### config.mk
export PLATFORM = sky130hd
export DESIGN_NAME = phy_clk_ctrl
export DESIGN_NICKNAME = d
export VERILOG_FILES = /design/src/rtl/phy_clk_ctrl.sv
export SDC_FILE = /design/constraint.sdc
export NUM_CORES = 1
export LEC_CHECK = 0
export BUFFER_PORTS_ARGS = -buffer_cell sky130_fd_sc_hd__buf_2
export CORE_MARGIN = 4
export CORE_UTILIZATION = 40
export DETAILED_ROUTE_END_ITERATION = 10
export GPL_TIMING_DRIVEN = 0
export PLACE_DENSITY = 0.66
export SYNTH_ARGS = -nofsm -noshare
export SYNTH_HDL_FRONTEND = slang
export SYNTH_SLANG_ARGS = --single-unit
### constraint.sdc
create_clock -name clk_32f -period 4.9 [get_ports clk_32f]
set_input_delay 1.47 -clock clk_32f [delete_from_list [all_inputs] [get_ports clk_32f]]
set_output_delay 1.47 -clock clk_32f [all_outputs]
set_load 0.05 [all_outputs]
### src/rtl/phy_clk_ctrl.sv
// phy_clk_ctrl -- clock-enable controller for the PHY datapath (clk_32f domain).
//
// Derives registered divided phases (clk_4f/clk_2f/clk_f) from a 5-bit phase
// counter, plus one-cycle period-end strobes. It sequences start-up (SETTLE),
// lock indication (LOCKED) and a graceful stop (DRAIN), so downstream SerDes
// stages start and stop only on clk_f frame boundaries.
//
// Ports:
//   clk_32f  in   sole clock, rising edge
//   reset    in   synchronous, active-low
//   enable   in   level: run request; low stops at the next frame boundary
//   resync   in   pulse: realign phase to 0 and restart settling
//   clk_4f   out  phase, period 8   (cnt[2])
//   clk_2f   out  phase, period 16  (cnt[3])
//   clk_f    out  phase, period 32  (cnt[4])
//   stb_4f   out  last cycle of each clk_4f period
//   stb_2f   out  last cycle of each clk_2f period
//   stb_f    out  last cycle of each clk_f period (frame boundary)
//   locked   out  phases stable and usable by the datapath
//   running  out  high in SETTLE, LOCKED and DRAIN
module phy_clk_ctrl #(
    parameter int unsigned SETTLE_PERIODS = 2  // legal 1..15
) (
    input  logic clk_32f,
    input  logic reset,
    input  logic enable,
    input  logic resync,
    output logic clk_4f,
    output logic clk_2f,
    output logic clk_f,
    output logic stb_4f,
    output logic stb_2f,
    output logic stb_f,
    output logic locked,
    output logic running
);

    typedef enum logic [1:0] {
        ST_IDLE   = 2'd0,
        ST_SETTLE = 2'd1,
        ST_LOCKED = 2'd2,
        ST_DRAIN  = 2'd3
    } state_e;

    localparam logic [3:0] SETTLE_TGT = 4'(SETTLE_PERIODS);

    state_e     state_q, state_d;
    logic [4:0] cnt_q, cnt_d;
    logic [3:0] settle_q, settle_d;
    logic       locked_q, locked_d;
    logic       running_d;
    logic [5:0] out_q, out_d;  // {clk_f, clk_2f, clk_4f, stb_f, stb_2f, stb_4f}
    logic       wrap;

    assign wrap = (cnt_q == 5'd31);

    always_comb begin
        state_d  = state_q;
        settle_d = settle_q;
        // Counter runs in every non-IDLE state; IDLE holds it at 0.
        cnt_d    = (state_q == ST_IDLE) ? 5'd0 : cnt_q + 5'd1;

        unique case (state_q)
            ST_IDLE: begin
                settle_d = 4'd0;
                if (enable) state_d = ST_SETTLE;
            end
            ST_SETTLE: begin
                // enable beats resync, resync beats the settle wrap.
                if (!enable) begin
                    state_d = ST_DRAIN;
                end else if (resync) begin
                    cnt_d    = 5'd0;
                    settle_d = 4'd0;
                end else if (wrap) begin
                    settle_d = settle_q + 4'd1;
                    if (settle_d == SETTLE_TGT) state_d = ST_LOCKED;
                end
            end
            ST_LOCKED: begin
                if (!enable) begin
                    state_d = ST_DRAIN;
                end else if (resync) begin
                    state_d  = ST_SETTLE;
                    cnt_d    = 5'd0;
                    settle_d = 4'd0;
                end
            end
            ST_DRAIN: begin
                // Re-enable resumes without touching the phase. A drain that
                // started from SETTLE was never locked, so it resumes settling.
                if (enable)    state_d = locked_q ? ST_LOCKED : ST_SETTLE;
                else if (wrap) state_d = ST_IDLE;
            end
            default: state_d = ST_IDLE;
        endcase

        running_d = (state_d != ST_IDLE);
        locked_d  = (state_d == ST_LOCKED) || ((state_d == ST_DRAIN) && locked_q);

        // Outputs are registered from the next counter value so they line up
        // with cnt_q in the same cycle.
        out_d = {cnt_d[4], cnt_d[3], cnt_d[2],
                 running_d && (cnt_d == 5'd31),
                 running_d && (cnt_d[3:0] == 4'hF),
                 running_d && (cnt_d[2:0] == 3'h7)};
    end

    always_ff @(posedge clk_32f) begin
        if (!reset) begin
            state_q  <= ST_IDLE;
            cnt_q    <= 5'd0;
            settle_q <= 4'd0;
            locked_q <= 1'b0;
            running  <= 1'b0;
            out_q    <= 6'd0;
        end else begin
            state_q  <= state_d;
            cnt_q    <= cnt_d;
            settle_q <= settle_d;
            locked_q <= locked_d;
            running  <= running_d;
            out_q    <= out_d;
        end
    end

    assign {clk_f, clk_2f, clk_4f, stb_f, stb_2f, stb_4f} = out_q;
    assign locked = locked_q;

endmodule

==> reports/metrics.yaml, run 1 <==
hold_path:
  min-delay-path-class: "register to register"
drt:
  post_drt_via_cell_ratio: 5.240
  vias: 765
  drc: 0
  number_of_iterations_in_the_first_detailed_routing_pass: 4
  first_iter_violations: 12
  totalWireLength_mm: 1.737
  drtAntennaViolNets: 0
  routedWlPerCell_um: 11.90
placement:
  numPortBuffers: 11
  finalWeightedCongestion: 0.8394
  hpwl_mm: 1.334
  numPlacedInstances: 142
logic_synthesis:
  dominantRegCellSynth: "dfxtp_1"
  synth_largest_type_area_fraction: 0.3450
  mappedNetlistNets: 116
  synthDistinctLibCells: 34
  postSynthAreaPerCell_um2: 9.013
  syn_area_um2: 928.4
  syn-instance-count: 103
  async_flop_share: 0
  synth_area_leader_cell: "dfxtp_1"
  synth.ff_latch_count: 16
  synth_seq_area_share: 0.3450
  number_of_synthesized_flops_with_an_enable_pin: 0
  ys.warnings.count: 0
  ys_top_cells_by_area: "dfxtp_1 (35%), ha_1 (12%), nor2_1 (4.9%), xor2_1 (4.7%), a21oi_1 (3.8%)"
global_routing:
  number_of_global_route_vias_before_repair: 736
  grt_remaining_overflow: 0
  pin_count_of_the_biggest_net_entering_global_routing: 11
  grt_first_pass_wirelength_mm: 3.098
  grt_overall_usage: 0.1199
  grt_antenna_before_repair: 0
outcome:
  run_status: "finished clean"
worst_setup_path:
  r2r_setup_slack_ps: 2750
  worst-path-max-fanout: 6
  worst_setup_path_endpoint: "clk_2f"
  cp_top_family: "flip-flops"
  cpMaxStageDelayCell: "dfxtp_1"
  rr_startpoint: "cnt_q[0]"
  worst-path-stages: 1
  cp_data_required_time_ps: 3430
  ff2ff_path_depth: 8
  worst_ep_arrival_time_ps: 1030
  critical-path-max-stage-delay_ps: 450
  rr_endpoint: "settle_q[1]"
  timing.critical_path.cells: "buf_2"
  worstPathBufferInverterCount: 1
  path_class: "register to primary output"
  worstSetupStartpointType: "register"
  end_kind: "primary output"
  critical_path.startpoint: "cnt_q[3]"
cts:
  cts_sinks: 16
  root_buffer: "clkbuf_4"
  holdBufCountCts: 0
  postCtsSetupRepairBufs: 0
  post_cts.resized_instances: 0
  ctsHtreeMaxLevel: 1
  clk_transition_reported_paths_ps: 100
  cts_buffer_depth: 2
  clk_latency_ps: 280
  tritoncts_clock_tree: "built"
  cts_buffers: 3
timing:
  fin_crit_ps: 2505
  timing.max_slew.rel_slack: 0.6953
  worst_clock_skew_ps: 5.114
  setup-violations-final: 0
  fmaxAchievable_ghz: 0.3992
  timing.final.max_slew_violations: 0
  period_utilisation_layout: 0.5112
  setup_tns_ps: 0
  timing_hold_violations_final: 0
  grt_setup_unrepaired: "no"
  max_slew.worst_pin.slew_ps: 457.1
job:
  cap_viol_max_count: 0
power_and_ir_drop:
  maximum_vdd_ir_drop_v: 0.0001932
  power_switching_share: 0.3217
  sequentialPowerShare: 0.463
  p_switching_mw: 0.1007
  cellLeakagePower_nw: 0.4862
  clock_power_share: 0.276
  pwr-share-comb: 0.261
  power_density_mw_per_mm2: 296.9
  intPower_mw: 0.2124
floorplanning:
  number_of_placement_rows: 17
  die_area_mm2: 0.003156
  die_w_um: 56.18
  core_region_area_mm2: 0.002212
  die_y_um: 56.18
  pin_count: 12
  floorplan.initialDensity: 0.4197
final_layout:
  n_antenna_cell: 0
  layout-area-overhead-vs-synth_pct: 13.61
  layout.cells.non_filler: 146
  final_nets: 132
  layout-drive-gt1-share: 0.1949
-- per-layer routing --
| metal | up-vias | track usage | part of all wire |
|---|---|---|---|
| li1 | 388 | - | - |
| met5 | - | 0 | 0 |
| met1 | 363 | 0.1486 | 0.49 |
| met3 | 2 | 0.03248 | 0.039 |
| met4 | 0 | 0.04746 | 0.0081 |
| met2 | 12 | 0.1953 | 0.46 |
-- cell type report --
type / instances / area, µm²
Multi-Input combinational cell: 78 / 566.8
Buffer: 1 / 11.26
Inverter: 8 / 30.03
Clock buffer: 4 / 36.28
Sequential cell: 16 / 320.3
Fill cell: 227 / 1157
Timing Repair Buffer: 11 / 55.05
Tap cell: 28 / 35.03
-- synth_stat cells (2+ instances only) --
cell type   n
a21oi_1     7
nand2_1     2
ha_1        9
nand3_1     6
nor2_1     12
dfxtp_1    16
inv_1       8
nor3_1      2
xor2_1      5
nand2b_1    4
nor2b_1     3
nand3b_1    2
mux2i_1     2
o21ai_0     5
-- registers in the layout, indices dropped and copies added, names as in the netlist --
register,cells
cnt_q,5
locked,1
out_q,3
settle_q,4
state_q,2
running,1
-- kinds of logic (layout without fill, tap and decap cells) --
logic type / Yosys count / after routing / share of synthesized area
AO/OA/AOI/OAI: 21 / 21 / 0.1685
XOR/XNOR: 5 / 5 / 0.04717
adder cells (fa/ha/maj): 9 / 9 / 0.1213
buffers and inverters: 9 / 24 / 0.04447
flip-flops: 16 / 16 / 0.3450
multiplexers: 2 / 2 / 0.02156
AND/OR/NAND/NOR: 41 / 41 / 0.2520
-- worst min path at each step --
stage,to,cells past startpoint,startpoint
finish,out_q[2],1,cnt_q[0]
floorplan,out_q[2],1,cnt_q[0]
CTS,out_q[2],1,cnt_q[0]
global route,out_q[2],1,cnt_q[0]
global placement,settle_q[3],2,settle_q[3]
detailed placement,out_q[2],1,cnt_q[0]
-- worst reg2reg max path: stages (launching register included) --
cell	delay (ps)
dfxtp_1	420
ha_1	240
and3_1	170
ha_1	240
nor2b_1	150
o21ai_0	100
a21oi_1	420
mux2i_1	240
nor2_1	50
-- cells in the final DEF (no fill, tap or decap), types with 2 or more instances in the layout --
master,instances
nor3_1,2
inv_1,8
nand2b_1,4
nor2b_1,3
mux2i_1,2
clkbuf_4,3
nor2_1,12
o21ai_0,5
buf_2,11
ha_1,9
a21oi_1,7
nand2_1,2
nand3b_1,2
xor2_1,5
dfxtp_1,16
nand3_1,6
-- through the flow --
step | instance area [µm²] | setup WS, ps | util | hold WS [ps] | total power, mW
after floorplan | 928.4 | 2372 | - | 469.1 | 0.2120
after global placement | 1018 | 2138 | 0.4604 | 496.2 | 0.2285
after detailed placement | 1018 | 2119 | 0.4604 | 504.6 | 0.2293
after CTS | 1055 | 2392 | 0.4768 | 518.8 | 0.3152
after global routing | 1055 | 2328 | 0.4768 | 534.8 | 0.3331
final | 1055 | 2395 | 0.4768 | 512.3 | 0.3131
-- power by group through the flow --
stage / Sequential (mW) / Clock (mW) / Combinational [mW]
after global routing: 0.146 / 0.0960 / 0.0911
final: 0.145 / 0.0864 / 0.0818
after detailed placement: 0.148 / 0 / 0.0816
after global placement: 0.147 / 0 / 0.0811
after floorplan: 0.154 / 0 / 0.0582
after CTS: 0.145 / 0.0884 / 0.0820
Note: power is estimated with default switching activity, not from simulation.
==> run 2: changes to the inputs <==
--- a/config.mk
+++ b/config.mk
@@ -5,12 +5,13 @@
 export SDC_FILE = /design/constraint.sdc
 export NUM_CORES = 1
 export LEC_CHECK = 0
+export ABC_AREA = 1
 export BUFFER_PORTS_ARGS = -buffer_cell sky130_fd_sc_hd__buf_2
 export CORE_MARGIN = 4
 export CORE_UTILIZATION = 40
 export DETAILED_ROUTE_END_ITERATION = 10
 export GPL_TIMING_DRIVEN = 0
-export PLACE_DENSITY = 0.66
+export PLACE_DENSITY = 0.68
 export SYNTH_ARGS = -nofsm -noshare
 export SYNTH_HDL_FRONTEND = slang
 export SYNTH_SLANG_ARGS = --single-unit
==> constraint.sdc (replaced) <==
create_clock -name clk_32f -period 2.1 [get_ports clk_32f]
set_input_delay 0.63 -clock clk_32f [delete_from_list [all_inputs] [get_ports clk_32f]]
set_output_delay 0.63 -clock clk_32f [all_outputs]
set_load 0.05 [all_outputs]
==> reports/metrics.yaml, run 2 <==
outcome:
  run_status: "finished clean"
placement:
  numPlacedInstances: 163
  finalWeightedCongestion: 0.8142
  hpwl_mm: 1.362
  numPortBuffers: 10
  detailedPlace.worstSlack_ps: 275.3
final_layout:
  layout-area-overhead-vs-synth_pct: 11.44
  layout.cells.non_filler: 166
  top_register: "cnt_q"
  layout_commonest_cell: "nand2_1"
  top_regs: "cnt_q (5), settle_q (4), out_q (3)"
  n_antenna_cell: 0
  largest_register_ffs: 5
  layout-drive-gt1-share: 0.1957
  layout.cells.most_common_list: "nand2_1 (21), inv_1 (18), dfxtp_1 (16), nor2_1 (15)"
  final_nets: 153
floorplanning:
  pin_count: 12
  die_w_um: 56.50
  die_area_mm2: 0.003192
  core_region_area_mm2: 0.002233
  number_of_placement_rows: 17
  die_y_um: 56.50
  floorplan.initialDensity: 0.4213
logic_synthesis:
  ys_top_cells_by_area: "dfxtp_1 (34%), ha_1 (12%), nand2_1 (8.4%), inv_1 (7.2%), nor2_1 (6.0%)"
  mappedNetlistNets: 138
  number_of_synthesized_flops_with_an_enable_pin: 0
  yosys.cell_count.top_type: "nand2_1"
  synth_area_leader_cell: "dfxtp_1"
  ys.warnings.count: 0
  dominantRegCellSynth: "dfxtp_1"
  synth_seq_area_share: 0.3404
  synth.ff_latch_count: 16
  async_flop_share: 0
  synth_commonest_cells: "nand2_1 (21), inv_1 (18), dfxtp_1 (16)"
  syn-instance-count: 125
  postSynthAreaPerCell_um2: 7.527
  synth_largest_type_area_fraction: 0.3404
  syn_area_um2: 940.9
  synthDistinctLibCells: 25
power_and_ir_drop:
  maximum_vdd_ir_drop_v: 0.0003438
  cellLeakagePower_nw: 0.5143
  power_density_mw_per_mm2: 643.9
worst_setup_path:
  cp_data_required_time_ps: 2280
  rr_startpoint: "cnt_q[0]"
  rr_endpoint: "out_q[1]"
  cpMaxStageDelayCell: "dfxtp_1"
  cp_top_family: "simple AND/OR/NAND/NOR gates"
  worst-path-max-fanout: 4
  end_kind: "register"
  worstPathBufferInverterCount: 1
  most_used_cell_along_the_critical_path: "nand2_1"
  timing.critical_path.cells: "ha_1, nand2_1, nor2_1, ha_1, nand3_1, nor2_1, nand3_1, nand2_1, nand2_1, nand2_1, nand2_2, nand2_2, inv_1"
  worst_ep_arrival_time_ps: 1970
  worstSetupStartpointType: "register"
  r2r_setup_slack_ps: 310
  path_class: "register to register"
  ff2ff_path_depth: 13
  critical-path-max-stage-delay_ps: 370
timing:
  grt_setup_unrepaired: "no"
  fin_crit_ps: 1792
  setup-violations-final: 0
  fmaxAchievable_ghz: 0.5579
  timing.final.max_slew_violations: 0
  max_slew.worst_pin.slew_ps: 281.7
  setup_tns_ps: 0
  worst_clock_skew_ps: 5.543
  period_utilisation_layout: 0.8535
  timing.max_slew.rel_slack: 0.8111
  layout_setup_ws_ps: 307.6
  timing_hold_violations_final: 0
hold_path:
  min-delay-path-class: "register to register"
  worst_hold_path.endpoint: "settle_q[3]"
  hold_path_cells: 2
  hold_start: "settle_q[3]"
job:
  cap_viol_max_count: 0
global_routing:
  grt_remaining_overflow: 0
  global_route_met3_usage: 0.04138
  number_of_global_route_vias_before_repair: 739
  pin_count_of_the_biggest_net_entering_global_routing: 10
  met2_track_utilization_from_global_routing: 0.1997
  grt_overall_usage: 0.1210
  grt_first_pass_wirelength_mm: 3.036
  grt_use_met1: 0.1453
  grt_most_used_layer: "met2"
  grt_antenna_before_repair: 0
cts:
  root_buffer: "clkbuf_4"
  ctsHtreeMaxLevel: 1
  post_cts.resized_instances: 0
  postCtsSetupRepairBufs: 0
  cts_sinks: 16
  clk_latency_ps: 270
  tritoncts_clock_tree: "built"
  cts_buffers: 3
  clk_transition_reported_paths_ps: 80
  holdBufCountCts: 0
  cts_buffer_depth: 2
drt:
  vias: 779
  routedWlPerCell_um: 10.00
  drtAntennaViolNets: 0
  number_of_iterations_in_the_first_detailed_routing_pass: 4
  totalWireLength_mm: 1.660
  drc: 0
  first_iter_violations: 11
  post_drt_via_cell_ratio: 4.693
[run 2: layout make-up]
| class | instances | area (µm²) |
|---|---|---|
| inverter | 22 | 96.34 |
| multi-input combinational | 86 | 513.0 |
| clock buffer | 3 | 22.52 |
| tap | 28 | 35.03 |
| sequential | 16 | 320.3 |
| buffer | 1 | 11.26 |
| timing repair buffer | 10 | 50.05 |
| fill | 237 | 1185 |
[run 2: cell families (layout without fill, tap and decap cells)]
family,Yosys count,count (layout),synth area share
compound gates,15,15,0.1144
fa+ha+maj,9,9,0.1197
buf+inv,23,36,0.1144
flops,16,16,0.3404
simple gates,62,62,0.3112
[run 2: worst max path at each step]
stage,cells after the start,start,end,slack [ps]
2_1_floorplan,12,cnt_q[2],out_q[1],260
3_3_place_gp,13,cnt_q[0],out_q[1],290
3_5_place_dp,13,cnt_q[0],out_q[1],280
4_1_cts,13,cnt_q[0],out_q[1],270
5_1_grt,13,cnt_q[0],out_q[1],60
6_report,13,cnt_q[0],out_q[1],310
[run 2: worst register-to-register path, delay by kind of cell (launching register included)]
kind	cells	cell delay [ps]
buffers and inverters	1	40
and+or+nand+nor	10	880
DFF	1	370
adders and majority gates	2	390
[run 2: through the flow]
step | utilization | hold slack, ps | total power [mW] | area (µm²)
floorplan | - | 476.6 | 0.4976 | 940.9
global placement | 0.4594 | 494.8 | 0.5310 | 1026
detailed placement | 0.4594 | 510.8 | 0.5357 | 1026
CTS | 0.4695 | 518.3 | 0.6876 | 1049
global route | 0.4695 | 545.4 | 0.7251 | 1049
finish | 0.4695 | 518.3 | 0.6751 | 1049
[run 2: routing by layer]
metal / vias to the layer above / routed length [µm]
met5: - / 0
met1: 339 / 750
met2: 7 / 844
li1: 431 / -
met3: 2 / 54
met4: 0 / 11
[run 2: power breakdown]
part / leakage [nW] / switching, mW / internal, mW
combinational: 0.370 / 0.118 / 0.0672
clock: 0.0138 / 0.0816 / 0.0664
sequential: 0.130 / 0.0188 / 0.323
total: 0.514 / 0.218 / 0.457
